`src/rtl/data_cache_if.sv`:
```
// data_cache_if: core request/response and memory data-port signals of the data cache
`ifndef ONE_BYTE
`define ONE_BYTE 3'b001
`endif
`ifndef TWO_BYTE
`define TWO_BYTE 3'b010
`endif
`ifndef FOUR_BYTE
`define FOUR_BYTE 3'b100
`endif
`ifndef MEM_NOP
`define MEM_NOP 2'b00
`endif
`ifndef MEM_READ
`define MEM_READ 2'b01
`endif
`ifndef MEM_WRITE
`define MEM_WRITE 2'b10
`endif
`ifndef MEM_RESTING
`define MEM_RESTING 2'b00
`endif
`ifndef MEM_INST_FINISHED
`define MEM_INST_FINISHED 2'b01
`endif
`ifndef MEM_DATA_FINISHED
`define MEM_DATA_FINISHED 2'b10
`endif

interface data_cache_if #(
    parameter int ADDR_WIDTH = 17,
    parameter int DATA_LEN   = 32
);
    logic                  req_valid;
    logic                  req_ready;
    logic                  req_write;
    logic [ADDR_WIDTH-1:0] req_addr;
    logic [2:0]            req_data_type;
    logic [DATA_LEN-1:0]   req_wdata;
    logic                  resp_valid;
    logic [DATA_LEN-1:0]   resp_rdata;
    logic                  resp_error;
    logic [1:0]            d_cache_mem_vis_signal;
    logic [ADDR_WIDTH-1:0] d_cache_mem_vis_addr;
    logic [DATA_LEN-1:0]   mem_written_data;
    logic [2:0]            mem_data_type;
    logic [DATA_LEN-1:0]   mem_data;
    logic [1:0]            mem_status;

    modport slave (
        input  req_valid, req_write, req_addr, req_data_type, req_wdata, mem_data, mem_status,
        output req_ready, resp_valid, resp_rdata, resp_error,
               d_cache_mem_vis_signal, d_cache_mem_vis_addr, mem_written_data, mem_data_type
    );

    modport master (
        output req_valid, req_write, req_addr, req_data_type, req_wdata, mem_data, mem_status,
        input  req_ready, resp_valid, resp_rdata, resp_error,
               d_cache_mem_vis_signal, d_cache_mem_vis_addr, mem_written_data, mem_data_type
    );
endinterface

```
`src/rtl/data_cache.sv`:
```
// data_cache: direct-mapped, write-through, no-write-allocate data cache with little-endian core view
`ifndef ONE_BYTE
`define ONE_BYTE 3'b001
`endif
`ifndef TWO_BYTE
`define TWO_BYTE 3'b010
`endif
`ifndef FOUR_BYTE
`define FOUR_BYTE 3'b100
`endif
`ifndef MEM_NOP
`define MEM_NOP 2'b00
`endif
`ifndef MEM_READ
`define MEM_READ 2'b01
`endif
`ifndef MEM_WRITE
`define MEM_WRITE 2'b10
`endif
`ifndef MEM_RESTING
`define MEM_RESTING 2'b00
`endif
`ifndef MEM_INST_FINISHED
`define MEM_INST_FINISHED 2'b01
`endif
`ifndef MEM_DATA_FINISHED
`define MEM_DATA_FINISHED 2'b10
`endif

module data_cache #(
    parameter int ADDR_WIDTH    = 17,
    parameter int DATA_LEN      = 32,
    parameter int BYTE_SIZE     = 8,
    parameter int LINE_WORD_NUM = 4,
    parameter int INDEX_WIDTH   = 4
) (
    input logic         clk,
    input logic         rst_n,
    data_cache_if.slave bus
);
    localparam int WORD_BITS = $clog2(LINE_WORD_NUM);
    localparam int OFF_BITS  = 2 + WORD_BITS;
    localparam int TAG_WIDTH = ADDR_WIDTH - OFF_BITS - INDEX_WIDTH;
    localparam int LINES     = 1 << INDEX_WIDTH;
    localparam int NBYTES    = DATA_LEN / BYTE_SIZE;

    typedef enum logic [2:0] {IDLE, LOOKUP, REFILL_WAIT, REFILL_GAP, WRITE_WAIT, WRITE_GAP} state_t;

    state_t                 state, state_n;
    logic [WORD_BITS-1:0]   k, k_n;
    logic                   r_write;
    logic [ADDR_WIDTH-1:0]  r_addr;
    logic [2:0]             r_type;
    logic [DATA_LEN-1:0]    r_wdata;
    logic [LINES-1:0]       valid;
    logic [TAG_WIDTH-1:0]   tags [LINES];
    logic [DATA_LEN-1:0]    lines [LINES*LINE_WORD_NUM];
    logic [INDEX_WIDTH-1:0] idx;
    logic [TAG_WIDTH-1:0]   tag;
    logic [WORD_BITS-1:0]   wsel;
    logic [1:0]             off;
    logic [DATA_LEN-1:0]    cur_word;
    logic                   hit, bad, store_hit, refill_cap, fill_done;
    logic                   ready_n, resp_valid_n, resp_error_n;
    logic [DATA_LEN-1:0]    rdata_n, wdata_n;
    logic [1:0]             sig_n;
    logic [ADDR_WIDTH-1:0]  addr_n;
    logic [2:0]             dtype_n;

    function automatic int nbytes(input logic [2:0] t);
        return t == `FOUR_BYTE ? 4 : t == `TWO_BYTE ? 2 : 1;
    endfunction

    // Lines hold memory byte order: byte at offset p sits in w[DATA_LEN-1-p*BYTE_SIZE -: BYTE_SIZE].
    function automatic logic [DATA_LEN-1:0] to_core(input logic [DATA_LEN-1:0] w, input logic [1:0] o,
                                                    input logic [2:0] t);
        logic [DATA_LEN-1:0] r;
        logic [1:0]          p;
        r = '0;
        for (int i = 0; i < NBYTES; i++) begin
            p = o + 2'(i);
            if (i < nbytes(t)) r[i*BYTE_SIZE +: BYTE_SIZE] = w[DATA_LEN-1-int'(p)*BYTE_SIZE -: BYTE_SIZE];
        end
        return r;
    endfunction

    function automatic logic [DATA_LEN-1:0] to_mem(input logic [DATA_LEN-1:0] d, input logic [2:0] t);
        logic [DATA_LEN-1:0] r;
        r = '0;
        for (int i = 0; i < NBYTES; i++)
            if (i < nbytes(t)) r[DATA_LEN-1-i*BYTE_SIZE -: BYTE_SIZE] = d[i*BYTE_SIZE +: BYTE_SIZE];
        return r;
    endfunction

    function automatic logic [DATA_LEN-1:0] merge(input logic [DATA_LEN-1:0] w, input logic [DATA_LEN-1:0] d,
                                                  input logic [1:0] o, input logic [2:0] t);
        logic [DATA_LEN-1:0] r;
        logic [1:0]          p;
        r = w;
        for (int i = 0; i < NBYTES; i++) begin
            p = o + 2'(i);
            if (i < nbytes(t)) r[DATA_LEN-1-int'(p)*BYTE_SIZE -: BYTE_SIZE] = d[i*BYTE_SIZE +: BYTE_SIZE];
        end
        return r;
    endfunction

    assign off        = r_addr[1:0];
    assign wsel       = r_addr[2 +: WORD_BITS];
    assign idx        = r_addr[OFF_BITS +: INDEX_WIDTH];
    assign tag        = r_addr[ADDR_WIDTH-1 -: TAG_WIDTH];
    assign cur_word   = lines[{idx, wsel}];
    assign hit        = valid[idx] && tags[idx] == tag;
    assign bad        = !(r_type == `ONE_BYTE || (r_type == `TWO_BYTE && !off[0]) ||
                          (r_type == `FOUR_BYTE && off == 2'b00));
    assign store_hit  = state == LOOKUP && !bad && r_write && hit;
    assign refill_cap = state == REFILL_WAIT && bus.mem_status == `MEM_DATA_FINISHED;
    assign fill_done  = state == REFILL_GAP && bus.mem_status == `MEM_RESTING && k == '1;

    // Next state and next values of every registered output.
    always_comb begin
        state_n      = state;
        k_n          = k;
        ready_n      = bus.req_ready;
        resp_valid_n = 1'b0;
        resp_error_n = 1'b0;
        rdata_n      = bus.resp_rdata;
        sig_n        = bus.d_cache_mem_vis_signal;
        addr_n       = bus.d_cache_mem_vis_addr;
        wdata_n      = bus.mem_written_data;
        dtype_n      = bus.mem_data_type;
        case (state)
            IDLE: if (bus.req_valid) begin
                state_n = LOOKUP;
                ready_n = 1'b0;
            end
            LOOKUP: if (bad) begin
                resp_valid_n = 1'b1;
                resp_error_n = 1'b1;
                ready_n      = 1'b1;
                state_n      = IDLE;
            end else if (r_write) begin
                sig_n   = `MEM_WRITE;
                addr_n  = r_addr;
                wdata_n = to_mem(r_wdata, r_type);
                dtype_n = r_type;
                state_n = WRITE_WAIT;
            end else if (hit) begin
                resp_valid_n = 1'b1;
                rdata_n      = to_core(cur_word, off, r_type);
                ready_n      = 1'b1;
                state_n      = IDLE;
            end else begin
                k_n     = '0;
                sig_n   = `MEM_READ;
                addr_n  = {r_addr[ADDR_WIDTH-1:OFF_BITS], OFF_BITS'(0)};
                state_n = REFILL_WAIT;
            end
            REFILL_WAIT: if (bus.mem_status == `MEM_DATA_FINISHED) begin
                sig_n   = `MEM_NOP;
                state_n = REFILL_GAP;
            end
            REFILL_GAP: if (bus.mem_status == `MEM_RESTING) begin
                if (k != '1) begin
                    k_n     = k + 1'b1;
                    sig_n   = `MEM_READ;
                    addr_n  = {r_addr[ADDR_WIDTH-1:OFF_BITS], k_n, 2'b00};
                    state_n = REFILL_WAIT;
                end else begin
                    resp_valid_n = 1'b1;
                    rdata_n      = to_core(cur_word, off, r_type);
                    ready_n      = 1'b1;
                    state_n      = IDLE;
                end
            end
            WRITE_WAIT: if (bus.mem_status == `MEM_DATA_FINISHED) begin
                sig_n   = `MEM_NOP;
                state_n = WRITE_GAP;
            end
            WRITE_GAP: if (bus.mem_status == `MEM_RESTING) begin
                resp_valid_n = 1'b1;
                ready_n      = 1'b1;
                state_n      = IDLE;
            end
            default: state_n = IDLE;
        endcase
    end

    // State, valid bits and registered outputs; reset aborts any memory operation in flight.
    always_ff @(posedge clk or negedge rst_n) begin
        if (!rst_n) begin
            state                      <= IDLE;
            k                          <= '0;
            valid                      <= '0;
            bus.req_ready              <= 1'b1;
            bus.resp_valid             <= 1'b0;
            bus.resp_error             <= 1'b0;
            bus.resp_rdata             <= '0;
            bus.d_cache_mem_vis_signal <= `MEM_NOP;
            bus.d_cache_mem_vis_addr   <= '0;
            bus.mem_written_data       <= '0;
            bus.mem_data_type          <= '0;
        end else begin
            state                      <= state_n;
            k                          <= k_n;
            if (fill_done) valid[idx]  <= 1'b1;
            bus.req_ready              <= ready_n;
            bus.resp_valid             <= resp_valid_n;
            bus.resp_error             <= resp_error_n;
            bus.resp_rdata             <= rdata_n;
            bus.d_cache_mem_vis_signal <= sig_n;
            bus.d_cache_mem_vis_addr   <= addr_n;
            bus.mem_written_data       <= wdata_n;
            bus.mem_data_type          <= dtype_n;
        end
    end

    // Request latch, tag and data arrays; these need no reset since valid bits gate every use.
    always_ff @(posedge clk) begin
        if (state == IDLE && bus.req_valid) begin
            r_write <= bus.req_write;
            r_addr  <= bus.req_addr;
            r_type  <= bus.req_data_type;
            r_wdata <= bus.req_wdata;
        end
        if (store_hit) lines[{idx, wsel}] <= merge(cur_word, r_wdata, off, r_type);
        if (refill_cap) lines[{idx, k}] <= bus.mem_data;
        if (fill_done) tags[idx] <= tag;
    end
endmodule

```
`src/flat_wrapper.sv`:
```
// flat-port wrapper written by rule: the top's interface ports become plain ports
module data_cache_flat 
#(
    parameter int ADDR_WIDTH    = 17,
    parameter int DATA_LEN      = 32,
    parameter int BYTE_SIZE     = 8,
    parameter int LINE_WORD_NUM = 4,
    parameter int INDEX_WIDTH   = 4
)
  (clk, rst_n, bus_req_valid, bus_req_write, bus_req_addr, bus_req_data_type, bus_req_wdata, bus_mem_data, bus_mem_status, bus_req_ready, bus_resp_valid, bus_resp_rdata, bus_resp_error, bus_d_cache_mem_vis_signal, bus_d_cache_mem_vis_addr, bus_mem_written_data, bus_mem_data_type);
  data_cache_if #(.ADDR_WIDTH(ADDR_WIDTH), .DATA_LEN(DATA_LEN)) bus_i ();
  input logic clk;
  input logic rst_n;
  input wire logic [$bits(bus_i.req_valid)-1:0] bus_req_valid;
  input wire logic [$bits(bus_i.req_write)-1:0] bus_req_write;
  input wire logic [$bits(bus_i.req_addr)-1:0] bus_req_addr;
  input wire logic [$bits(bus_i.req_data_type)-1:0] bus_req_data_type;
  input wire logic [$bits(bus_i.req_wdata)-1:0] bus_req_wdata;
  input wire logic [$bits(bus_i.mem_data)-1:0] bus_mem_data;
  input wire logic [$bits(bus_i.mem_status)-1:0] bus_mem_status;
  output wire logic [$bits(bus_i.req_ready)-1:0] bus_req_ready;
  output wire logic [$bits(bus_i.resp_valid)-1:0] bus_resp_valid;
  output wire logic [$bits(bus_i.resp_rdata)-1:0] bus_resp_rdata;
  output wire logic [$bits(bus_i.resp_error)-1:0] bus_resp_error;
  output wire logic [$bits(bus_i.d_cache_mem_vis_signal)-1:0] bus_d_cache_mem_vis_signal;
  output wire logic [$bits(bus_i.d_cache_mem_vis_addr)-1:0] bus_d_cache_mem_vis_addr;
  output wire logic [$bits(bus_i.mem_written_data)-1:0] bus_mem_written_data;
  output wire logic [$bits(bus_i.mem_data_type)-1:0] bus_mem_data_type;
  assign bus_i.req_valid = bus_req_valid;
  assign bus_i.req_write = bus_req_write;
  assign bus_i.req_addr = bus_req_addr;
  assign bus_i.req_data_type = bus_req_data_type;
  assign bus_i.req_wdata = bus_req_wdata;
  assign bus_i.mem_data = bus_mem_data;
  assign bus_i.mem_status = bus_mem_status;
  assign bus_req_ready = bus_i.req_ready;
  assign bus_resp_valid = bus_i.resp_valid;
  assign bus_resp_rdata = bus_i.resp_rdata;
  assign bus_resp_error = bus_i.resp_error;
  assign bus_d_cache_mem_vis_signal = bus_i.d_cache_mem_vis_signal;
  assign bus_d_cache_mem_vis_addr = bus_i.d_cache_mem_vis_addr;
  assign bus_mem_written_data = bus_i.mem_written_data;
  assign bus_mem_data_type = bus_i.mem_data_type;
  data_cache #(.ADDR_WIDTH(ADDR_WIDTH), .DATA_LEN(DATA_LEN), .BYTE_SIZE(BYTE_SIZE), .LINE_WORD_NUM(LINE_WORD_NUM), .INDEX_WIDTH(INDEX_WIDTH)) u_core (.clk(clk), .rst_n(rst_n), .bus(bus_i));
endmodule
```
`config.mk`:
```
export PLATFORM = sky130hd
export DESIGN_NAME = data_cache_flat
export DESIGN_NICKNAME = d
export VERILOG_FILES = /design/src/rtl/data_cache_if.sv /design/src/rtl/data_cache.sv /design/src/flat_wrapper.sv
export SDC_FILE = /design/constraint.sdc
export NUM_CORES = 2
export LEC_CHECK = 0
export CORE_ASPECT_RATIO = 0.7
export CORE_MARGIN = 5
export CORE_UTILIZATION = 56
export CTS_CLUSTER_DIAMETER = 200
export DETAILED_ROUTE_END_ITERATION = 12
export PLACE_DENSITY = 0.76
export SLEW_MARGIN = 20
export SYNTH_ARGS = -nofsm -noshare
export SYNTH_HDL_FRONTEND = slang
export SYNTH_SLANG_ARGS = --single-unit
```
`constraint.sdc`:
```
create_clock -name clk -period 8.1 [get_ports clk]
set_input_delay 2.43 -clock clk [delete_from_list [all_inputs] [get_ports clk]]
set_output_delay 2.43 -clock clk [all_outputs]
set_load 0.05 [all_outputs]
```
==> results.cfg <==
[route]
drt_iter0_drc = 10222
vias = 53481
postRouteAntennaNets = 0
wl_um = 286300
drc = 0
via_per_inst = 7.118
drt-wirelength-per-cell_um = 38.11
dr.pass1.iters = 10

[power]
switching_share_pct = 38.53
power.switching_uw = 16500
p_leak_uw = 0.03431
max-vdd-ir-drop_uv = 499.4
power.internal_uw = 26330
p_total_uw = 42820
p_clk_share_pct = 22.5
p_per_area_nw_per_um2 = 405.1
pwr-share-comb_pct = 36.4
seq_power_share_pct = 41.1

[cts]
path_clk_slew_ps = 70
cts_setup_buffers = 0
cts_resized = 0
insertion_delay_ps = 860
hold_buffers = 0
cts_tree = done
htreeDepth = 4
clockBufferDepth = 3
clock-root-buffer = clkbuf_16
cts.sinks = 2361
cts_buffers = 202

[timing]
fin_crit_sh_pct = 75.57
slew_headroom_pct = 11.93
tns_ps = 0
fmax_mhz = 163.4
slew_violations = 0
skew_ps = 58.72
finalSetupViolCount = 0
rsz0062_at_grt = no
final-hold-violation-count = 0
worstMarginPinSlew_ps = 1321
timing.hold.ws_ps = 469.7
period_needed_ps = 6121

[synthesis]
yosysMostFrequentCell = edfxtp_1
avgSynthCellArea_um2 = 19.43
synth_edf_count = 2245
syn-num-nets = 4902
synthTopCellsByCount = 2245 x edfxtp_1, 459 x mux4_2, 253 x mux2i_1, 236 x nand2_1, 174 x a21oi_1
synth.area.top_cells = edfxtp_1 72%, mux4_2 11%, dfrtp_1 2.9%
synthFlopType = edfxtp_1
syn-instance-count = 4806
syn_area_um2 = 93400
synth_async_sr_flop_share_pct = 4.659
yosys.area.top_type_share_pct = 72.18
synth.distinct_cells = 82
synth_top_cell_by_area = edfxtp_1
synth-seq-cells = 2361
synth_warnings = 0
synth_seq_area_share_pct = 75.25

[critical_path]
required_ps = 8670
reg2reg_depth = 11
arrival_ps = 6690
path_max_fanout = 64
critPathCaptureType = flop
start_kind = flop
critical_path_class = reg -> reg

[hold_path]
min_path_type = reg -> reg
hold_depth = 1

[finish]
fin_nets = 5211
multi_input_area_um2 = 22400
fill_cells = 10883
regArea_um2 = 70310
design_area_um2 = 105700
area_delta_synth_final_pct = 13.19
drive_above_1_share_pct = 22.59

[die]
io_pins = 179
start_util_pct = 56.29
rows = 125
coreArea_um2 = 165900
dieHeight_um = 351.7
die_x_um = 498.1
die_area_um2 = 175200

[status]
outcome = finished clean

[grt]
grt_max_degree = 102
grt_pass1_wl_um = 396600
grt_usage_pct = 32.35
overflow = 0
grt_pass1_vias = 50227
grt_antenna_before_repair = 31

[placement]
port_buffers = 178
dp_hpwl_um = 179400
gp_congestion = 1.001
place_area_um2 = 99200

[flow_run]
cap_violations = 0
[state kept, by name, summed over array words and instances, names as in the netlist, 16 cells and up, named ones only]
name                             count
u_core.r_wdata                      32
u_core.r_addr                       17
u_core.bus.mem_written_data         32
u_core.lines                      2048
u_core.tags                        144
u_core.bus.d_cache_mem_vis_addr     17
u_core.bus.resp_rdata               32
u_core.valid                        16
[per-stage QoR]
stage          utilization [%]  cells  worst slack (ps)
6_report                 63.71   7513              1979
5_1_grt                  63.71   7508              1928
4_1_cts                  63.66   7502              2292
3_5_place_dp             59.78   7131              2045
3_3_place_gp             59.78   7131              2102
2_1_floorplan                -   4806             735.5
[worst max-delay path, cell delays in order (launching register included)]
cell and delay (ps):
dfxtp_4 820, buf_4 650, nand3b_1 340, o221ai_1 270
a21oi_1 1100, nor2_1 350, a221oi_1 730, a221oi_1 400
nor3_1 290, a211oi_1 110, o31ai_4 280, buf_12 330
[metal layers]
metal	global-route usage, %	routed length (um)	vias up
met2	43.29	117900	4850
met4	10.24	10410	18
met1	46.12	103700	27487
met5	1.381	241	-
li1	-	-	20475
met3	16.74	54020	651
[area by class of cell]
type	instances	area share (%)
Antenna cell	9	0.02130
Timing Repair Buffer	405	3.503
Inverter	20	0.07219
Tap cell	2222	2.630
Clock inverter	114	1.053
Clock buffer	257	5.036
Multi-Input combinational cell	2125	21.19
Sequential cell	2361	66.50
[kinds of logic after synthesis]
kind of cell / after synthesis / synth area share [%]
xor+xnor: 11 / 0.1032
mux: 783 / 14.67
simple gates: 642 / 3.206
fa+ha+maj: 6 / 0.08037
compound gates: 683 / 4.981
flops: 2361 / 75.25
buf+inv: 320 / 1.709
[cells in the final DEF, fill, tap and decap left out, types with 16 or more instances in the layout]
cell type,netlist,routed
clkinv_1,2,42
nor3_1,47,32
o21ai_0,70,64
nor2_4,0,33
buf_12,1,16
nor2b_1,24,22
clkinv_2,0,33
o22ai_1,89,89
mux4_2,459,459
clkbuf_16,0,204
bufinv_16,0,17
clkdlybuf4s50_1,0,177
o221ai_1,52,52
a21oi_1,174,172
nor2_1,153,114
a221oi_1,36,35
nand3_1,65,64
a211oi_1,40,32
edfxtp_1,2245,2245
inv_1,17,16
dfrtp_1,109,109
or2_2,20,20
nand2_1,236,235
a22oi_1,80,80
mux2_2,55,55
clkbuf_1,123,51
mux2i_1,253,253
buf_4,49,211
[path summary, 6_finish.rpt]
check / to / from / slack (ps)
max reg2reg: u_core.lines[13][17]$_DFFE_PP_ / flop / 1980
min in group asynchronous: u_core.bus.d_cache_mem_vis_addr[16]$_DFFE_PN0P_ / rst_n / 1560
min reg2reg: u_core.valid[15]$_DFFE_PN0P_ / u_core.valid[15]$_DFFE_PN0P_ / 470
max: u_core.lines[13][17]$_DFFE_PP_ / flop / 1980
min: u_core.valid[15]$_DFFE_PN0P_ / u_core.valid[15]$_DFFE_PN0P_ / 470
max in group asynchronous: u_core.bus.mem_written_data[10]$_DFFE_PN0P_ / rst_n / 5450
[power by group through the flow]
stage | Combinational (uW) | Sequential [uW] | Clock, uW
floorplan | 7230 | 18200 | 0
global placement | 14500 | 17800 | 0
detailed placement | 14900 | 17800 | 0
CTS | 14900 | 17600 | 9690
global route | 15700 | 17600 | 10200
finish | 15600 | 17600 | 9640
Note: power is estimated with default switching activity, not from simulation.
